`config.mk`:
```
export PLATFORM = sky130hd
export DESIGN_NAME = xrf_mp_flat
export DESIGN_NICKNAME = d
export VERILOG_FILES = /design/src/rtl/xrf_pkg.sv /design/src/rtl/xrf_mp_if.sv /design/src/rtl/xrf_scoreboard.sv /design/src/rtl/xrf_mp.sv /design/src/flat_wrapper.sv
export SDC_FILE = /design/constraint.sdc
export NUM_CORES = 2
export LEC_CHECK = 0
export CORE_MARGIN = 2
export CORE_UTILIZATION = 50
export CTS_CLUSTER_DIAMETER = 40
export DETAILED_ROUTE_END_ITERATION = 8
export PLACE_DENSITY = 0.76
export SYNTH_ARGS = -nofsm -noshare
export SYNTH_HDL_FRONTEND = slang
export SYNTH_SLANG_ARGS = --single-unit
```
`constraint.sdc`:
```
create_clock -name i_clk -period 17 [get_ports i_clk]
set_clock_uncertainty 0.05 [all_clocks]
set_input_delay 4.25 -clock i_clk [delete_from_list [all_inputs] [get_ports i_clk]]
set_output_delay 4.25 -clock i_clk [all_outputs]
set_load 0.05 [all_outputs]
```
`src/rtl/xrf_pkg.sv`:
```
// Shared constants, write-port descriptor and hit-vector helper for the xrf_mp register file.
// The MAX_* bounds size the shared descriptor; instances must keep XLEN<=64, NREGS<=256, NWP<=8.
package xrf_pkg;

  localparam int XLEN_DEF  = 32;
  localparam int NREGS_DEF = 32;

  localparam int MAX_WP   = 8;
  localparam int MAX_AW   = 8;
  localparam int MAX_REGS = 1 << MAX_AW;
  localparam int MAX_XLEN = 64;

  typedef struct packed {
    logic                en;
    logic [MAX_AW-1:0]   addr;
    logic [MAX_XLEN-1:0] data;
  } xrf_wport_t;

  // One-hot OR of every enabled port's destination; duplicates collapse to one bit.
  function automatic logic [MAX_REGS-1:0] wport_hits(input xrf_wport_t [MAX_WP-1:0] wp);
    logic [MAX_REGS-1:0] h;
    h = '0;
    for (int w = 0; w < MAX_WP; w++) begin
      if (wp[w].en) h[wp[w].addr] = 1'b1;
    end
    return h;
  endfunction

endpackage

```
`src/rtl/xrf_mp_if.sv`:
```
// Issue/write-back bus of the multi-port register file: reads, write-back ports and allocation.
interface xrf_mp_if
  import xrf_pkg::*;
#(
  parameter int XLEN  = XLEN_DEF,
  parameter int NREGS = NREGS_DEF,
  parameter int NRP   = 2,
  parameter int NWP   = 1
);
  localparam int AW = $clog2(NREGS);

  logic [NRP*AW-1:0]   raddr;
  logic [NRP*XLEN-1:0] rdata;
  logic [NRP-1:0]      rpend;
  logic [NWP-1:0]      wen;
  logic [NWP*AW-1:0]   waddr;
  logic [NWP*XLEN-1:0] wdata;
  logic                alloc_en;
  logic [AW-1:0]       alloc_rd;
  logic                alloc_rdy;
  logic [AW:0]         npend;

  modport master (
    output raddr, wen, waddr, wdata, alloc_en, alloc_rd,
    input  rdata, rpend, alloc_rdy, npend
  );

  modport slave (
    input  raddr, wen, waddr, wdata, alloc_en, alloc_rd,
    output rdata, rpend, alloc_rdy, npend
  );

endinterface

```
`src/rtl/xrf_scoreboard.sv`:
```
// Pending-bit scoreboard: tracks allocated destinations until write-back, counts them in npend.
module xrf_scoreboard #(
  parameter int NREGS = 32,
  parameter int AW    = $clog2(NREGS)
) (
  input  logic             i_clk,
  input  logic             i_rst_n,
  input  logic [NREGS-1:0] wr_hit,
  input  logic             alloc_en,
  input  logic [AW-1:0]    alloc_rd,
  output logic             alloc_rdy,
  output logic [AW:0]      npend,
  output logic [NREGS-1:0] pending
);

  logic             acc;
  logic             inc;
  logic [NREGS-1:0] alloc_vec;
  logic [NREGS-1:0] clr_vec;
  logic [NREGS-1:0] pend_nxt;
  logic [AW:0]      n_clr;
  logic [AW:0]      npend_nxt;

  // Readiness depends only on the address and the writes, never on alloc_en.
  assign alloc_rdy = !pending[alloc_rd] || wr_hit[alloc_rd] || (alloc_rd == '0);
  assign acc       = alloc_en && alloc_rdy && (alloc_rd != '0);
  assign alloc_vec = acc ? (NREGS'(1) << alloc_rd) : '0;
  assign inc       = acc && !pending[alloc_rd];

  // A clear that is immediately re-allocated is not a net change.
  assign clr_vec  = wr_hit & pending & ~alloc_vec;
  assign pend_nxt = (pending & ~wr_hit) | alloc_vec;

  always_comb begin
    n_clr = '0;
    for (int r = 0; r < NREGS; r++) n_clr += (AW+1)'(clr_vec[r]);
  end

  assign npend_nxt = npend + (AW+1)'(inc) - n_clr;

  always_ff @(posedge i_clk or negedge i_rst_n) begin
    if (!i_rst_n) begin
      pending <= '0;
      npend   <= '0;
    end else begin
      pending <= pend_nxt;
      npend   <= npend_nxt;
    end
  end

endmodule

```
`src/rtl/xrf_mp.sv`:
```
// Multi-port scalar register file with x0 hardwired, write arbitration, optional bypass
// and an integrated write-back scoreboard.
module xrf_mp
  import xrf_pkg::*;
#(
  parameter int XLEN   = XLEN_DEF,
  parameter int NREGS  = NREGS_DEF,
  parameter int NRP    = 2,
  parameter int NWP    = 1,
  parameter int BYPASS = 1
) (
  input  logic     i_clk,
  input  logic     i_rst_n,
  xrf_mp_if.slave  bus
);

  localparam int AW = $clog2(NREGS);

  xrf_wport_t [MAX_WP-1:0] wp;
  logic [MAX_REGS-1:0]     hit_wide;
  logic [NREGS-1:0]        wr_hit;
  logic [NREGS-1:0]        pend;
  logic                    unused_hit_hi;
  logic [XLEN-1:0]         mem [NREGS];

  // Writes to x0 are dropped here, so nothing downstream ever sees a hit on register 0.
  always_comb begin
    wp = '0;
    for (int w = 0; w < NWP; w++) begin
      wp[w].en   = bus.wen[w] && (bus.waddr[w*AW +: AW] != '0);
      wp[w].addr = MAX_AW'(bus.waddr[w*AW +: AW]);
      wp[w].data = MAX_XLEN'(bus.wdata[w*XLEN +: XLEN]);
    end
  end

  assign hit_wide      = wport_hits(wp);
  assign wr_hit        = hit_wide[NREGS-1:0];
  assign unused_hit_hi = ^hit_wide;

  // Later ports are assigned last, so the highest-index writer wins a collision.
  always_ff @(posedge i_clk or negedge i_rst_n) begin
    if (!i_rst_n) begin
      for (int r = 0; r < NREGS; r++) mem[r] <= '0;
    end else begin
      for (int w = 0; w < NWP; w++) begin
        if (wp[w].en) mem[wp[w].addr[AW-1:0]] <= wp[w].data[XLEN-1:0];
      end
    end
  end

  for (genvar p = 0; p < NRP; p++) begin : g_rd
    logic [AW-1:0]   ra;
    logic [XLEN-1:0] byp_data;
    logic            byp_hit;

    assign ra = bus.raddr[p*AW +: AW];

    always_comb begin
      byp_hit  = 1'b0;
      byp_data = '0;
      for (int w = 0; w < NWP; w++) begin
        if (BYPASS != 0 && wp[w].en && wp[w].addr[AW-1:0] == ra) begin
          byp_hit  = 1'b1;
          byp_data = wp[w].data[XLEN-1:0];
        end
      end
    end

    // Reset forces zero even if a write is being presented during reset.
    assign bus.rdata[p*XLEN +: XLEN] = (!i_rst_n || ra == '0) ? '0
                                     : byp_hit ? byp_data : mem[ra];
    assign bus.rpend[p] = i_rst_n && (ra != '0) && !byp_hit && pend[ra];
  end

  xrf_scoreboard #(
    .NREGS (NREGS),
    .AW    (AW)
  ) u_sb (
    .i_clk     (i_clk),
    .i_rst_n   (i_rst_n),
    .wr_hit    (wr_hit),
    .alloc_en  (bus.alloc_en),
    .alloc_rd  (bus.alloc_rd),
    .alloc_rdy (bus.alloc_rdy),
    .npend     (bus.npend),
    .pending   (pend)
  );

endmodule

```
`src/flat_wrapper.sv`:
```
// flat-port wrapper written by rule: the top's interface ports become plain ports
module xrf_mp_flat import xrf_pkg::*;
#(
  parameter int XLEN   = XLEN_DEF,
  parameter int NREGS  = NREGS_DEF,
  parameter int NRP    = 2,
  parameter int NWP    = 1,
  parameter int BYPASS = 1
)
  (i_clk, i_rst_n, bus_raddr, bus_wen, bus_waddr, bus_wdata, bus_alloc_en, bus_alloc_rd, bus_rdata, bus_rpend, bus_alloc_rdy, bus_npend);
  xrf_mp_if #(.XLEN(XLEN), .NREGS(NREGS), .NRP(NRP), .NWP(NWP)) bus_i ();
  input  logic i_clk;
  input  logic i_rst_n;
  input wire logic [$bits(bus_i.raddr)-1:0] bus_raddr;
  input wire logic [$bits(bus_i.wen)-1:0] bus_wen;
  input wire logic [$bits(bus_i.waddr)-1:0] bus_waddr;
  input wire logic [$bits(bus_i.wdata)-1:0] bus_wdata;
  input wire logic [$bits(bus_i.alloc_en)-1:0] bus_alloc_en;
  input wire logic [$bits(bus_i.alloc_rd)-1:0] bus_alloc_rd;
  output wire logic [$bits(bus_i.rdata)-1:0] bus_rdata;
  output wire logic [$bits(bus_i.rpend)-1:0] bus_rpend;
  output wire logic [$bits(bus_i.alloc_rdy)-1:0] bus_alloc_rdy;
  output wire logic [$bits(bus_i.npend)-1:0] bus_npend;
  assign bus_i.raddr = bus_raddr;
  assign bus_i.wen = bus_wen;
  assign bus_i.waddr = bus_waddr;
  assign bus_i.wdata = bus_wdata;
  assign bus_i.alloc_en = bus_alloc_en;
  assign bus_i.alloc_rd = bus_alloc_rd;
  assign bus_rdata = bus_i.rdata;
  assign bus_rpend = bus_i.rpend;
  assign bus_alloc_rdy = bus_i.alloc_rdy;
  assign bus_npend = bus_i.npend;
  xrf_mp #(.XLEN(XLEN), .NREGS(NREGS), .NRP(NRP), .NWP(NWP), .BYPASS(BYPASS)) u_core (.i_clk(i_clk), .i_rst_n(i_rst_n), .bus(bus_i));
endmodule
```
# [Word-level counts from Yosys, hierarchy flattened]
# Index checks and enable logic that the tools add are counted.
[word_totals] output_inout_bits=73 input_bits=56 ff_bits=1062
[op_classes] bitwise_logic=9 n_lt_le_gt_ge=9 n_addsub=33 eq_ne=2 reduce_logical=29 n_shift=1 muxes=29
[op_table] op="$bwmux 1024" n=1
[op_table] op="$mux 32" n=13
[op_table] op="$bmux 32 s5" n=2
[op_table] op="$add 6x1->6" n=27
[op_table] op="$demux 32 s5" n=1
[op_table] op="$and 32x32->32" n=3
[op_table] op="$not 32->32" n=2
[op_table] op="$or 32x32->32" n=1
[op_table] op="$shl 1x5->32 const A" n=1
[op_table] op="$bmux 1 s5" n=4
[op_table] op="$reduce_bool 5->1" n=4
[op_table] op="$ge 6x6->1 const B" n=3
[op_table] op="$lt 5x6->1 const B" n=3
[op_table] op="$not 5->6" n=3
[op_table] op="$logic_not 5->1" n=3
[op_table] op="$logic_and 1x1->1" n=14
[op_table] op="$eq 5x5->1" n=2
[op_table] op="$lt 5x9->1 const B" n=1
[op_table] op="$mux 1" n=7
[op_table] op="$add 5x1->6" n=1
[op_table] op="$lt 6x1->1 const B" n=1
[op_table] op="$sub 6x6->6" n=1
[op_table] op="$add 4x1->5" n=1
[op_table] op="$demux 1 s5" n=1
[op_table] op="other kinds (6)" n=12

# [Longest topological paths before layout]
[logic_depth] depth_word=46 mapped_depth=25 depth_no_buf=22

# [Hierarchy]
# A second synthesis with hierarchy kept.
[hier_totals] hier_cells=4305 area_unflattened_um2=58929.0
[by_module_without_submodules] mod="xrf_mp" n_inst=1 area_each_um2=55269.3 cells_per_inst=3946 seq_area_each_um2=25624.6
[by_module_without_submodules] mod="xrf_scoreboard" n_inst=1 area_each_um2=3659.8 cells_per_inst=359 seq_area_each_um2=950.9

# [Least setup slack after synthesis]
# Ideal clock, no wire load.
[synth_path] kind="input to output" from="input bus_raddr[6]" to="output bus_rdata[63]" stages=8 arrival_ns=6.640 path_buffers=3 setup_slack_ns=6.060 cell_sequence="buf_2 -> buf_2 -> nor2_1 -> clkbuf_1 -> a221oi_1 -> a211oi_1 -> a21oi_1 -> o21ai_0"
[synth_between] elab_chain_len=6 word_cells_on_any_way=12 classes_between="1 x eq/ne; 7 x mux; 1 x bitwise; 3 x reduce/logical"
[synth_rtl] item="start: declaration" line_no="flat_wrapper.sv:14" text="input wire logic [$bits(bus_i.raddr)-1:0] bus_raddr;"
[synth_rtl] item="$not 5->6 (implied by the code)" line_no="xrf_mp.sv:71" text=": byp_hit ? byp_data : mem[ra];"
[synth_rtl] item="$bmux 32 s5" line_no="xrf_mp.sv:71"
[synth_rtl] item="$mux 32 (implied by the code) (2 in a row)" line_no="xrf_mp.sv:71"
[synth_rtl] item="$mux 32" line_no="xrf_mp.sv:71"
[synth_rtl] item="$mux 32 *" line_no="xrf_mp.sv:70" text="assign bus.rdata[p*XLEN +: XLEN] = (!i_rst_n || ra == '0) ? '0"
[synth_rtl] item="end: declaration" line_no="flat_wrapper.sv:20" text="output wire logic [$bits(bus_i.rdata)-1:0] bus_rdata;"
# Every way passes the cells marked *; elsewhere a longest branch is shown, timed or not. The select of a mux whose other input is x is not followed.

# [Worst setup path in the final report]
[layout_path] from="input bus_raddr[3]" to="output bus_rdata[31]"
# Same word-level chain as after synthesis.

==> results.tsv <==
metric	value	unit
Hold Violations, Final	0	
Worst EP required	12700	ps
GR Overflow Total	0	
Cell Area, Placed	61400	sq um
largest net degree at the start of global routing	173	
WS Path Type	input port to output port	
final setup vio count	0	
power density cells	126	nW/um^2
worst slew pin tran	1300	ps
cell family with most CP delay	buffers and inverters	
Post-Route WL	186	mm
RD Place Congestion	0.889	
cells after synthesis	4247	
postcts setup bufs	0	
wire per inst	32.1	microns
ys async rst share	100	%
top-area cell type share of the netlist area	44.8	%
max incr delay on CP	890	ps
syn_area_per_cell	14.0	sq um
Num CTS Buffers	141	
Hold-fix buffers, CTS	0	
Syn-to-layout area delta	11.9	%
clock buffer depth	3	
cell count along the critical path	9	
Synthesized Nets	4363	
FF-to-FF Start	u_core.u_sb.pending[27]$_DFF_PN0_	
cell accounting for the most synthesized area	dfrtp_1	
max-cap viol count	0	
worst path bufs/invs	4	
Die Height	349	microns
Cells on Worst Hold Path	0	
total track usage	30.7	%
vias in the first global route	41736	
largest cells by area after synthesis	dfrtp_1, mux2_2, mux4_2	
io pins	129	
Setup crit end kind	output port	
die area	121000	sq um
DIE WIDTH	349	microns
Internal	5970	uW
fmax	74.8	MHz
most used cell, CP	buf_4	
CTS tree	yes	
Netlist cell types	82	
commonest non-fill, non-tap cell in the layout	dfrtp_1	
Peak supply drop	0.117	mV
Initial DRC Count	4800	
fillcell total	9103	
post-synthesis sequential area ratio	44.8	%
RSZ-0062 raised after global routing	false	
Reg power frac	40.6	%
slew margin rel.	12.9	%
first-pass GRT wire length	277	mm
net load switching power	2420	uW
CTS H-tree depth	4	
antenna viol nets, final	0	
Clock transition at path regs	60	ps
Root Driver	clkbuf_16	
proportion of layout cells with a drive suffix above 1	42.6	%
via-per-instance ratio	7.01	
Switching Share	28.8	%
Most used DFF post-synth	dfrtp_1	
worst path cell trace	buf_2, buf_4, xnor2_1, nand3_1, nor4_1, and2_2, buf_4, a32o_1, clkdlybuf4s50_1	
fin area	66400	sq um
length in cells of the worst reg-to-reg path	20	
R2R Path End	u_core.u_sb.npend[5]$_DFF_PN0_	
Comb power frac	21.8	%
I/O Buffers	128	
status	completed	
Sink Count	1062	
number of synthesized flops with an enable pin	0	
Slew Viols, Final	0	
drt drc	0	
initial antenna violation count	5	
# rows	126	
Clock power frac	37.6	%
setup TNS	0	ps
worst setup margin	3640	ps
fin crit share	78.6	%
NumNets Final	4263	
Worst-Skew Late Latency	750	ps
reg-to-reg slack, setup	10440	ps
Core Area	118000	sq um
synth warn	0	
total number of vias	40609	
CP startpoint kind	input port	
pre-CTS WS	3900	ps
WHS Endpoint	u_core.mem[1003]$_DFFE_PN0P_	
Worst Path Max Fanout	26	
Leakage	0.0286	uW
HP Class	register to register	
drt pass-1 iters	6	
hold_sp	u_core.mem[1003]$_DFFE_PN0P_	
#FFs+latches synth	1062	
Starting Density	50.3	%
most frequent cells in the layout	dfrtp_1, mux2_2, mux4_2, mux2i_1, nand2_1	
Critical Path AT	9060	ps
DPL Wire Length	99.9	mm
min Tclk post-route	13360	ps
slowest stage cell, crit path	nor4_1	
Post-CTS Resized	0	
Synth Cell Area	59300	sq um
-- registers in the layout, indices dropped and copies added (netlist names) --
| register | cells |
|---|---|
| u_core.u_sb.pending | 32 |
| u_core.mem | 1024 |
| u_core.u_sb.npend | 6 |
-- through the flow --
step	hold slack, ps	utilization, %	std cells	total power [uW]
after floorplan	391	-	4247	4700
after global placement	330	52.1	5540	5150
after detailed placement	334	52.1	5540	5230
after CTS	350	56.3	5795	8390
after global routing	356	56.3	5795	8710
final	350	56.3	5797	8390
-- kinds of logic after synthesis --
| logic type | share of synthesized area, % |
|---|---|
| DFF | 44.8 |
| and+or+nand+nor | 3.24 |
| xor gates and xnor gates | 0.280 |
| muxes | 39.1 |
| other | 0.00632 |
| AOI/OAI and AO/OA | 6.69 |
| buffers and inverters | 4.26 |
| adders and majority gates | 1.63 |
-- how the worst max path moves through the flow --
stage | start | to | slack, ps
CTS | bus_raddr[3] | bus_rdata[31] | 3830
floorplan | bus_raddr[6] | bus_rdata[63] | 6060
global route | bus_raddr[3] | bus_rdata[31] | 3640
global placement | bus_raddr[3] | bus_rdata[31] | 3800
finish | bus_raddr[3] | bus_rdata[31] | 3640
detailed placement | bus_raddr[3] | bus_rdata[31] | 3900
-- routing by layer --
metal	vias up	track usage (%)	part of all wire, %
met5	-	0	0.015
met4	4	16.6	5.8
met3	580	7.28	10
met2	2441	47.5	46
met1	21469	40.1	38
li1	16115	-	-
-- cell type report --
class | instances | area, sq um | share of cell area (%)
Antenna cell | 2 | 5.00 | 0.00754
Clock buffer | 173 | 3900 | 5.88
Clock inverter | 82 | 1110 | 1.67
Inverter | 77 | 290 | 0.437
Multi-Input combinational cell | 2636 | 30500 | 45.9
Sequential cell | 1062 | 26600 | 40.0
Tap cell | 1536 | 1920 | 2.89
Timing Repair Buffer | 229 | 2140 | 3.23
-- cells in the mapped netlist, drive strengths merged (31+ instances only) --
| master | number |
|---|---|
| a221o | 31 |
| a221oi | 62 |
| a22oi | 102 |
| a32o | 57 |
| buf | 218 |
| clkbuf | 254 |
| dfrtp | 1062 |
| ha | 31 |
| inv | 76 |
| mux2 | 967 |
| mux2i | 277 |
| mux4 | 424 |
| nand2 | 168 |
| nand3 | 37 |
| nor2 | 121 |
| o211ai | 45 |
| o22ai | 72 |
-- power by group through the flow --
| stage | logic [uW] | clock network (uW) | registers (uW) |
|---|---|---|---|
| floorplan | 1380 | 0 | 3320 |
| global placement | 1770 | 0 | 3380 |
| detailed placement | 1810 | 0 | 3420 |
| CTS | 1830 | 3180 | 3380 |
| global route | 1970 | 3290 | 3460 |
| finish | 1830 | 3150 | 3410 |
No activity file was read; power rests on OpenSTA's default activity.
